==> config.mk <==
export PLATFORM = sky130hd
export DESIGN_NAME = id_ex_pipe
export DESIGN_NICKNAME = d
export VERILOG_FILES = /design/src/rtl/id_ex_pipe.sv
export SDC_FILE = /design/constraint.sdc
export NUM_CORES = 1
export LEC_CHECK = 0
export ABC_CLOCK_PERIOD_IN_PS = 1400
export BUFFER_PORTS_ARGS = -buffer_cell sky130_fd_sc_hd__clkbuf_2
export CAP_MARGIN = 20
export CORE_MARGIN = 2
export CORE_UTILIZATION = 46
export CTS_BUF_LIST = sky130_fd_sc_hd__clkbuf_4 sky130_fd_sc_hd__clkbuf_8 sky130_fd_sc_hd__clkbuf_16
export DETAILED_ROUTE_END_ITERATION = 8
export PLACE_DENSITY = 0.81
export SYNTH_ARGS = -nofsm -noshare
export SYNTH_HDL_FRONTEND = slang
export SYNTH_SLANG_ARGS = --single-unit
==> constraint.sdc <==
create_clock -name clk -period 1.4 [get_ports clk]
set_input_delay 0.21 -clock clk [delete_from_list [all_inputs] [get_ports clk]]
set_output_delay 0.21 -clock clk [all_outputs]
set_load 0.03 [all_outputs]
==> src/rtl/id_ex_pipe.sv <==
// id_ex_pipe: ID->EX pipeline register with valid/ready handshake and flush.
// Optional skid entry enabled by defining ID_EX_SKID_EN (capacity 2, fully
// registered ie_ready); default build is a single-entry stage.
module id_ex_pipe #(
  parameter int unsigned REG_W  = 32,
  parameter int unsigned ADDR_W = 5,
  parameter int unsigned OP_W   = 8,
  parameter int unsigned SEL_W  = 3
) (
  input  logic              clk,
  input  logic              rst,
  input  logic              flush,
  input  logic              ie_valid,
  output logic              ie_ready,
  input  logic [OP_W-1:0]   ie_alu_op,
  input  logic [SEL_W-1:0]  ie_alu_sel,
  input  logic [REG_W-1:0]  ie_src1,
  input  logic [REG_W-1:0]  ie_src2,
  input  logic [ADDR_W-1:0] ie_des_addr,
  input  logic              ie_des_exist,
  output logic              ex_valid,
  input  logic              ex_ready,
  output logic [OP_W-1:0]   ex_alu_op,
  output logic [SEL_W-1:0]  ex_alu_sel,
  output logic [REG_W-1:0]  ex_src1,
  output logic [REG_W-1:0]  ex_src2,
  output logic [ADDR_W-1:0] ex_des_addr,
  output logic              ex_des_exist
);

  localparam int unsigned PAY_W = OP_W + SEL_W + 2 * REG_W + ADDR_W + 1;

  logic [PAY_W-1:0] in_pay;
  logic [PAY_W-1:0] main_pay;
  logic [PAY_W-1:0] main_pay_nxt;
  logic             main_valid;
  logic             main_valid_nxt;
  logic             accept;
  logic             deliver;

  assign in_pay = {ie_alu_op, ie_alu_sel, ie_src1, ie_src2, ie_des_addr, ie_des_exist};
  assign {ex_alu_op, ex_alu_sel, ex_src1, ex_src2, ex_des_addr, ex_des_exist} = main_pay;
  assign ex_valid = main_valid;
  assign accept   = ie_valid & ie_ready;
  assign deliver  = main_valid & ex_ready;

`ifdef ID_EX_SKID_EN

  logic [PAY_W-1:0] skid_pay;
  logic [PAY_W-1:0] skid_pay_nxt;
  logic             skid_valid;
  logic             skid_valid_nxt;
  logic             ready_q;
  logic             ready_nxt;

  // ie_ready comes straight from a flop: no ex_ready -> ie_ready path
  assign ie_ready = ready_q;

  // Next-state for main and skid entries; flush clears both
  always_comb begin
    main_pay_nxt   = main_pay;
    main_valid_nxt = main_valid;
    skid_pay_nxt   = skid_pay;
    skid_valid_nxt = skid_valid;
    if (flush) begin
      main_pay_nxt   = '0;
      main_valid_nxt = 1'b0;
      skid_pay_nxt   = '0;
      skid_valid_nxt = 1'b0;
    end else if (!main_valid || deliver) begin
      if (skid_valid) begin
        // Skid entry advances into main on the delivering edge
        main_pay_nxt   = skid_pay;
        main_valid_nxt = 1'b1;
        skid_pay_nxt   = '0;
        skid_valid_nxt = 1'b0;
      end else if (accept) begin
        main_pay_nxt   = in_pay;
        main_valid_nxt = 1'b1;
      end else begin
        main_pay_nxt   = '0;
        main_valid_nxt = 1'b0;
      end
    end else if (accept) begin
      // Main entry stalled: park the incoming instruction in the skid entry
      skid_pay_nxt   = in_pay;
      skid_valid_nxt = 1'b1;
    end
    ready_nxt = ~skid_valid_nxt;
  end

  // Entry storage with asynchronous clear
  always_ff @(posedge clk or negedge rst) begin
    if (!rst) begin
      main_pay   <= '0;
      main_valid <= 1'b0;
      skid_pay   <= '0;
      skid_valid <= 1'b0;
      ready_q    <= 1'b1;
    end else begin
      main_pay   <= main_pay_nxt;
      main_valid <= main_valid_nxt;
      skid_pay   <= skid_pay_nxt;
      skid_valid <= skid_valid_nxt;
      ready_q    <= ready_nxt;
    end
  end

`else

  // Single entry: room whenever the entry is empty or leaving this cycle
  assign ie_ready = ex_ready | ~main_valid;

  // Next-state for the single entry; flush clears it and drops the input
  always_comb begin
    main_pay_nxt   = main_pay;
    main_valid_nxt = main_valid;
    if (flush) begin
      main_pay_nxt   = '0;
      main_valid_nxt = 1'b0;
    end else if (!main_valid || deliver) begin
      if (accept) begin
        main_pay_nxt   = in_pay;
        main_valid_nxt = 1'b1;
      end else begin
        main_pay_nxt   = '0;
        main_valid_nxt = 1'b0;
      end
    end
  end

  // Entry storage with asynchronous clear
  always_ff @(posedge clk or negedge rst) begin
    if (!rst) begin
      main_pay   <= '0;
      main_valid <= 1'b0;
    end else begin
      main_pay   <= main_pay_nxt;
      main_valid <= main_valid_nxt;
    end
  end

`endif

endmodule

; After elaboration in Yosys (flattened, before gate mapping)
; Cells that the tools add are included.
[classes]
mux = 6
bitwise = 4
reduce_logical = 3
[op_table]
columns = cell, count
row1 = $mux 81, 3
row2 = $mux 1, 3
row3 = $and 1x1->1, 2
row4 = $reduce_bool 2->1, 1
row5 = $logic_not 1->1, 1
row6 = $logic_or 1x1->1, 1
row7 = $not 1->1, 1
row8 = $or 1x1->1, 1
[totals]
ff_bits = 82
input_bits = 86
out_inout_bits = 83
wordCells = 15

; Longest topological paths before layout
; Gate-level depths: netlist of the first run.
[logic_depth]
word_depth = 6
mapped_depth = 5
depth_no_buf = 4

; Least setup slack after synthesis of the first run
; OpenSTA, ideal clock, no wires.
[synth_path]
path_type = reg2reg
start = reg main_valid (netlist: ex_valid)
end = reg main_pay[61]
t_arrival_ns = 1.208
path_slack_ns = 0.114
path_stages_with_launch = 6
synth_period_minus_slack_ns = 1.286
cell_sequence = dfrtp_1 nor2b_4 inv_2 buf_6 nand3_1 a21oi_1
[synth_via]
elab_chain_len = 6
word_cells_on_any_way = 10
cone_classes = 3 x mux / 4 x bitwise / 3 x reduce/logical
[synth_lines]
columns = item, line_no
row1 = "start, declared", 36  ; logic main_valid;
row2 = "start signal, assigned", 139  ; main_valid <= main_valid_nxt;
row3 = $not 1->1, 112  ; assign ie_ready = ex_ready | ~main_valid;
row4 = $or 1x1->1, 112
row5 = net ie_ready, 14  ; output logic ie_ready,
row6 = $and 1x1->1, 44  ; assign accept = ie_valid & ie_ready;
row7 = $mux 81, 122  ; if (accept) begin
row8 = $mux 81, 121  ; end else if (!main_valid || deliver) begin
row9 = $mux 81, 118  ; if (flush) begin
row10 = "end signal, assigned", 138  ; main_pay <= main_pay_nxt;
row11 = "end, declared", 34  ; logic [PAY_W-1:0] main_pay;
; The timed path passes the listed nets, and every way through them passes these cells. The select of a mux whose other input is x is not followed.
; A chain may end at the register's enable or synchronous reset.

; Worst setup path in the final report of the first run
[layout_path]
start = reg main_valid (netlist: ex_valid)
end = out ie_ready
[layout_via]
elab_chain_len = 2
[layout_lines]
columns = item, line_no
row1 = $not 1->1, 112
row2 = $or 1x1->1, 112
row3 = "end, declared", 14
; No other way between the ends.

==> impl_metrics.sql, run 1 <==
INSERT INTO impl_metrics (metric_group, metric, value, unit) VALUES
('run_status', 'status', 'complete, no violations', ''),
('clock_tree', 'ctsLongestPathBuffers', '2', ''),
('sta', 'rsz_0062_raised_after_global_routing', 'no', ''),
('worst_hold_path', 'worst_hold_path_stage_count', '3', ''),
('placement', 'detailed_place_hpwl', '5894', 'um'),
('clock_tree', 'clock_insertion_delay_worst_skew', '330', 'ps'),
('floorplan', 'num_rows', '31', ''),
('routing', 'detailed_routing_iterations_pass_1', '4', ''),
('finish', 'layout-drive-gt1-share', '37.28', '%'),
('setup_path', 'worst_path_max_delay_cell', 'dfrtp_1', ''),
('placement', 'gp_routability_congestion', '0.7824', ''),
('sta', 'fin_skew', '5.803', 'ps'),
('synthesis', 'post_synth_main_area_contributors', 'dfrtp_1 (59%), a21oi_1 (12%), nand3_1 (12%)', ''),
('floorplan', 'die-area', '0.008234', 'mm^2'),
('setup_path', 'crit_path_max_cell_delay', '350', 'ps'),
('synthesis', 'syn-cell-area', '0.003461', 'mm^2'),
('setup_path', 'crit_path_max_fanout', '4', ''),
('setup_path', 'worst_path_dominant_cell_family', 'flip-flops', ''),
('setup_path', 'critical_path_buf_inv_count', '2', ''),
('floorplan', 'fp.coreArea', '0.007253', 'mm^2'),
('setup_path', 'timing.critical_path.to_type', 'output port', ''),
('clock_tree', 'numCtsBuffers', '9', ''),
('grt', 'largest_net_degree_at_the_start_of_global_routing', '83', ''),
('placement', 'place.detailed.instances', '604', ''),
('grt', 'antenna_found_initial', '0', ''),
('worst_hold_path', 'min-delay-start', 'ie_src2[13]', ''),
('synthesis', 'postSynthNetCount', '450', ''),
('placement', 'port_buffers', '168', ''),
('synthesis', 'syn_area_per_cell', '9.508', 'um^2'),
('power', 'power.sequential.fraction', '52.3', '%'),
('clock_tree', 'cts_sink_cnt', '82', ''),
('sta', 'hold_viol', '0', ''),
('clock_tree', 'htree_levels', '3', ''),
('sta', 'number_of_max_slew_violations_in_the_final_report', '0', ''),
('finish', 'antenna_cells', '0', ''),
('floorplan', 'die_w', '90.74', 'um'),
('synthesis', 'yosys.area.top_type', 'dfrtp_1', ''),
('synthesis', 'synthesis.instances', '364', ''),
('synthesis', 'synth_sequential_area_ratio', '59.29', '%'),
('floorplan', 'io_pins', '169', ''),
('setup_path', 'worst-r2r-cell-count', '4', ''),
('floorplan', 'start_util', '47.71', '%'),
('sta', 'timing.final.setup_violations', '0', ''),
('finish', 'nNetsFinal', '604', ''),
('finish', 'final_cell_count_no_fill', '622', ''),
('clock_tree', 'root_buffer', 'clkbuf_8', ''),
('sta', 'timing.setup.tns', '0', 'ps'),
('setup_path', 'critPathRequiredTime', '1190', 'ps'),
('setup_path', 'arrival', '1140', 'ps'),
('grt', 'global_route_usage_over_all_layers', '21.36', '%'),
('setup_path', 'timing.rr.start', 'ex_valid', ''),
('power', 'ir_drop', '0.4737', 'mV'),
('setup_path', 'crit_path_category', 'reg -> out', ''),
('synthesis', 'ys_warn_count', '0', ''),
('worst_hold_path', 'holdCritPathClass', 'in -> reg', ''),
('routing', 'vias_per_cell', '5.137', ''),
('routing', 'via_count', '3195', ''),
('sta', 'fmaxAchievable', '742.9', 'MHz'),
('power', 'clock_share_of_power', '30.7', '%'),
('finish', 'multiInputGateArea', '0.001136', 'mm^2'),
('sta', 'worstMarginPinSlew', '427.5', 'ps'),
('power', 'powerDensity', '1074', 'mW/mm^2'),
('floorplan', 'fp.dieH', '90.74', 'um'),
('synthesis', 'synth_seq_cells', '82', ''),
('sta', 'final.min_clock_period', '1346', 'ps'),
('routing', 'ant_nets', '0', ''),
('power', 'cell_internal_pwr', '3.422', 'mW'),
('setup_path', 'timing.reg2reg.setup_slack', '170', 'ps'),
('power', 'leakage_power_figure', '2.296', 'nW'),
('setup_path', 'worst_path_cell_trace', 'nor2b_4 > inv_4 > clkbuf_8', ''),
('setup_path', 'r2r-end', 'main_pay[4]', '');
[worst register-to-register path: stages, from the launching register on]
cell and delay, ps:
dfrtp_1 350, nor2b_4 210, buf_4 330, nand2_1 120, a21oi_1 140
[cell type report]
class                      instances  share of cell area [%]
clock buffer                      11                   3.091
tap                               99                   2.757
inverter                           1                  0.1392
clock inverter                     5                  0.6962
multi-input combinational        246                   25.29
timing repair buffer             178                   22.36
sequential                        82                   45.67
[power by group through the flow]
| stage | clock (mW) | combinational [mW] | sequential (mW) |
|---|---|---|---|
| after global routing | 1.65 | 0.887 | 2.54 |
| after CTS | 1.54 | 0.822 | 2.52 |
| final | 1.48 | 0.819 | 2.52 |
| after global placement | 0 | 0.802 | 2.57 |
| after detailed placement | 0 | 0.817 | 2.57 |
| after floorplan | 0 | 0.288 | 2.78 |
[cells in the mapped netlist]
| master | instances |
|---|---|
| dfrtp_1 | 82 |
| a21oi_1 | 81 |
| nand2_1 | 81 |
| nand3_1 | 81 |
| buf_6 | 11 |
| buf_2 | 7 |
| buf_4 | 7 |
| clkbuf_1 | 7 |
| nor2_1 | 2 |
| clkbuf_2 | 1 |
| clkbuf_8 | 1 |
| dlymetal6s2s_1 | 1 |
| inv_2 | 1 |
| nor2b_4 | 1 |
[through the flow]
| stage | hold WS, ps | utilization, % | setup WS, ps | instance area (um^2) |
|---|---|---|---|---|
| 3_5_place_dp | 275.1 | 59.20 | 191.0 | 4294 |
| 5_1_grt | 84.81 | 61.95 | 7.138 | 4493 |
| 3_3_place_gp | 266.5 | 59.20 | 266.2 | 4294 |
| 6_report | 98.46 | 61.95 | 53.89 | 4493 |
| 2_1_floorplan | -85.59 | - | 113.9 | 3461 |
| 4_1_cts | 81.71 | 61.81 | 4.355 | 4483 |
[how the worst max path moves through the flow]
| stage | end | startpoint | cells past startpoint |
|---|---|---|---|
| floorplan | main_pay[61] | ex_valid | 5 |
| global placement | main_pay[20] | ex_valid | 5 |
| detailed placement | main_pay[4] | ex_valid | 5 |
| CTS | ie_ready | ex_valid | 3 |
| global route | ie_ready | ex_valid | 3 |
| finish | ie_ready | ex_valid | 3 |
[layout by cell type, fill, tap and decap left out]
master         synthesis  layout
clkbuf_8               1      10
clkbuf_2               1     166
nor2b_4                1       1
dlygate4sd3_1          0       1
clkinv_4               0       1
a21oi_1               81      81
buf_4                  7       4
nor2_1                 2       2
dfrtp_1               82      82
clkinv_2               0       3
buf_12                 0       6
clkbuf_4               0       2
nand2_1               81      81
nand3_1               81      81
inv_4                  0       1
clkinvlp_4             0       1
[sequential cells by signal, summed over array words and instances (netlist names)]
register  count
ex_valid      1
main_pay     81
[metal layers]
metal | global-route usage, % | vias to the layer above | part of all wire (%)
met5 | 0 | - | 0
met4 | 8.333 | 0 | 1.6
met3 | 4.257 | 15 | 5.9
met2 | 34.02 | 135 | 48
met1 | 28.90 | 1504 | 44
li1 | - | 1541 | -
[repair_timing]
item                                    CTS  global route
gates cloned                              0             0
hold buffers                              1             0
endpoints found under the setup margin    1             1
gates resized for setup                   2             1
hold endpoints to repair                 82             0
setup buffers                             0             1
[cell families (layout without fill, tap and decap cells)]
family | count (synthesis) | after routing | synth area share (%)
compound gates | 81 | 81 | 11.71
buf+inv | 36 | 195 | 7.881
flops | 82 | 82 | 59.29
simple gates | 165 | 165 | 21.11
Power figures use the tool's default switching activity.
==> run 2: changes to the inputs <==
--- a/config.mk
+++ b/config.mk
@@ -12,7 +12,7 @@
 export CORE_UTILIZATION = 46
 export CTS_BUF_LIST = sky130_fd_sc_hd__clkbuf_4 sky130_fd_sc_hd__clkbuf_8 sky130_fd_sc_hd__clkbuf_16
 export DETAILED_ROUTE_END_ITERATION = 8
-export PLACE_DENSITY = 0.81
+export PLACE_DENSITY = 0.85
 export SYNTH_ARGS = -nofsm -noshare
 export SYNTH_HDL_FRONTEND = slang
 export SYNTH_SLANG_ARGS = --single-unit
==> run 2 against run 1 <==
Net effect:
- global-route usage down 0.068 points
- register-to-register slack got worse by 120 ps
- setup slack got worse by 1.6 ps
- maximum frequency fell by 0.12%
- die area did not move
- via count down 0.97%
- final area grew 1.6%
- utilization rose by 0.97 points
- worst hold slack lost 0.59 ps
- non-clock buffer count grew 1
- critical endpoint is now main_pay[72]
==> impl_metrics.sql, run 2 (synthesis results as in run 1) <==
INSERT INTO impl_metrics (metric_group, metric, value, unit) VALUES
('finish', 'final_cell_count_no_fill', '621', ''),
('clock_tree', 'numCtsBuffers', '9', ''),
('worst_hold_path', 'worst_hold_path_stage_count', '3', ''),
('finish', 'regMostFlops', 'main_pay', ''),
('setup_path', 'crit_path_max_fanout', '82', ''),
('grt', 'grt_pass1_wl', '14430', 'um'),
('grt', 'largest_net_degree_at_the_start_of_global_routing', '83', ''),
('placement', 'port_buffers', '168', ''),
('routing', 'ant_nets', '0', ''),
('floorplan', 'start_util', '47.71', '%'),
('setup_path', 'timing.critical_path.to_type', 'flip-flop', ''),
('clock_tree', 'root_buffer', 'clkbuf_8', ''),
('floorplan', 'num_rows', '31', ''),
('clock_tree', 'ctsLongestPathBuffers', '2', ''),
('routing', 'detailed_routing_iterations_pass_1', '4', ''),
('clock_tree', 'htree_levels', '3', ''),
('sta', 'final.min_clock_period', '1348', 'ps'),
('floorplan', 'die-area', '0.008234', 'mm^2'),
('grt', 'first_global_vias', '3157', ''),
('setup_path', 'arrival', '1590', 'ps'),
('job', 'maxCapViolations', '0', ''),
('floorplan', 'die_w', '90.74', 'um'),
('power', 'powerDensity', '1134', 'mW/mm^2'),
('finish', 'largest_register_ffs', '81', ''),
('finish', 'antenna_cells', '0', ''),
('sta', 'timing.setup.tns', '0', 'ps'),
('finish', 'layout_common_cells', 'clkbuf_2 (166), dfrtp_1 (82), nand2_1 (81), nand3_1 (81), a21oi_1 (81)', ''),
('routing', 'detail_route.wl_per_cell', '14.10', 'um'),
('run_status', 'status', 'complete, no violations', ''),
('sta', 'hold_viol', '0', ''),
('setup_path', 'worst-r2r-cell-count', '5', ''),
('finish', 'seq_area', '0.002052', 'mm^2'),
('power', 'final_power', '5.174', 'mW'),
('routing', 'via_count', '3164', ''),
('placement', 'place.detailed.instances', '602', ''),
('finish', 'nNetsFinal', '605', ''),
('sta', 'worstMarginPinSlew', '431.8', 'ps'),
('setup_path', 'critPathRequiredTime', '1650', 'ps'),
('grt', 'antenna_found_initial', '0', ''),
('routing', 'totalWireLength', '8759', 'um'),
('clock_tree', 'clock_insertion_delay_worst_skew', '330', 'ps'),
('setup_path', 'timing.reg2reg.setup_slack', '50', 'ps'),
('floorplan', 'fp.coreArea', '0.007253', 'mm^2'),
('sta', 'period_utilisation_layout', '96.26', '%'),
('grt', 'global_route_usage_over_all_layers', '21.29', '%'),
('power', 'ir_drop', '0.5226', 'mV'),
('sta', 'timing.final.setup_violations', '0', ''),
('setup_path', 'crit_path_category', 'reg -> reg', ''),
('floorplan', 'io_pins', '169', ''),
('routing', 'drc', '0', ''),
('placement', 'detailed_place_hpwl', '5671', 'um'),
('setup_path', 'timing.rr.start', 'ex_valid', ''),
('sta', 'fmaxAchievable', '742.0', 'MHz'),
('clock_tree', 'cts_sink_cnt', '82', ''),
('finish', 'layout-drive-gt1-share', '37.16', '%'),
('worst_hold_path', 'hold_end', 'main_pay[22]', ''),
('finish', 'area_growth_syn_to_layout', '31.85', '%'),
('finish', 'multiInputGateArea', '0.001136', 'mm^2'),
('sta', 'number_of_max_slew_violations_in_the_final_report', '0', ''),
('floorplan', 'fp.dieH', '90.74', 'um'),
('setup_path', 'crit_path_start_kind', 'flip-flop', ''),
('clock_tree', 'tritoncts', 'done', ''),
('worst_hold_path', 'min-delay-start', 'ie_src2[16]', ''),
('finish', 'filler_cell_count', '647', ''),
('placement', 'gp_routability_congestion', '0.7260', ''),
('power', 'leakage_power_figure', '2.328', 'nW'),
('routing', 'vias_per_cell', '5.095', ''),
('clock_tree', 'cts_clock_pin_slew_for_the_worst_setup_and_hold_paths', '80', 'ps'),
('grt', 'grt.overflow.total', '0', ''),
('sta', 'max_slew_margin', '71.21', '%'),
('finish', 'mostFrequentLayoutCell', 'clkbuf_2', ''),
('sta', 'fin_skew', '10.30', 'ps'),
('routing', 'drc_marker_count_from_the_first_detailed_route_iteration', '210', ''),
('setup_path', 'r2r-end', 'main_pay[72]', ''),
('worst_hold_path', 'holdCritPathClass', 'in -> reg', '');
-- run 2: what timing repair did --
| item | 4_1_cts | 5_1_grt |
|---|---|---|
| hold endpoints to repair | 82 | 0 |
| setup buffers | 0 | 4 |
| resized for setup | 3 | 2 |
| hold buffers | 1 | 0 |
| setup endpoints to repair | 1 | 1 |
-- run 2: layout make-up --
type	instances	share of cell area, %
well taps	99	2.715
flip-flops and latches	82	44.97
repair buffers	179	22.62
inverters	1	0.1919
clock inverters	3	1.426
clock buffers	11	3.181
multi-input cells	246	24.90
-- run 2: worst max path at each step --
| stage | startpoint | to | slack [ps] | cells after the start |
|---|---|---|---|---|
| after floorplan | ex_valid | main_pay[61] | 110 | 5 |
| after global placement | ex_valid | main_pay[42] | 180 | 5 |
| after detailed placement | ex_valid | main_pay[73] | 90 | 5 |
| after CTS | ex_valid | ie_ready | 10 | 3 |
| after global routing | ex_valid | main_pay[3] | -4 | 5 |
| final | ex_valid | main_pay[72] | 50 | 5 |
-- run 2: critical path: stages, from the launching register on --
cell and delay, ps:
dfrtp_1 350, nor2b_4 180, buf_4 140, buf_16 250, nand2_1 110, a21oi_1 150
-- run 2: per-layer routing --
metal,GRT usage [%],vias to the layer above,share of wire (%)
li1,-,1534,-
met1,27.14,1494,43
met2,36.94,121,50
met3,3.339,15,5.4
met4,7.308,0,1.6
met5,0,-,0
-- run 2: stage by stage --
| step | hold WS, ps | cell area [um^2] | setup WS, ps | utilization (%) |
|---|---|---|---|---|
| after floorplan | -85.59 | 3461 | 113.9 | - |
| after global placement | 270.5 | 4279 | 182.9 | 59.00 |
| after detailed placement | 275.5 | 4279 | 91.83 | 59.00 |
| after CTS | 78.30 | 4511 | 11.55 | 62.19 |
| after global routing | 101.7 | 4563 | -4.474 | 62.91 |
| final | 97.87 | 4563 | 52.34 | 62.91 |
-- run 2: power breakdown --
part           leakage, nW  total [mW]  internal [mW]  switching, mW
Combinational         1.11       0.823          0.281          0.543
Sequential            1.11        2.53           2.47         0.0577
Clock                0.109        1.82           1.05          0.771
Total                 2.33        5.17           3.80           1.37
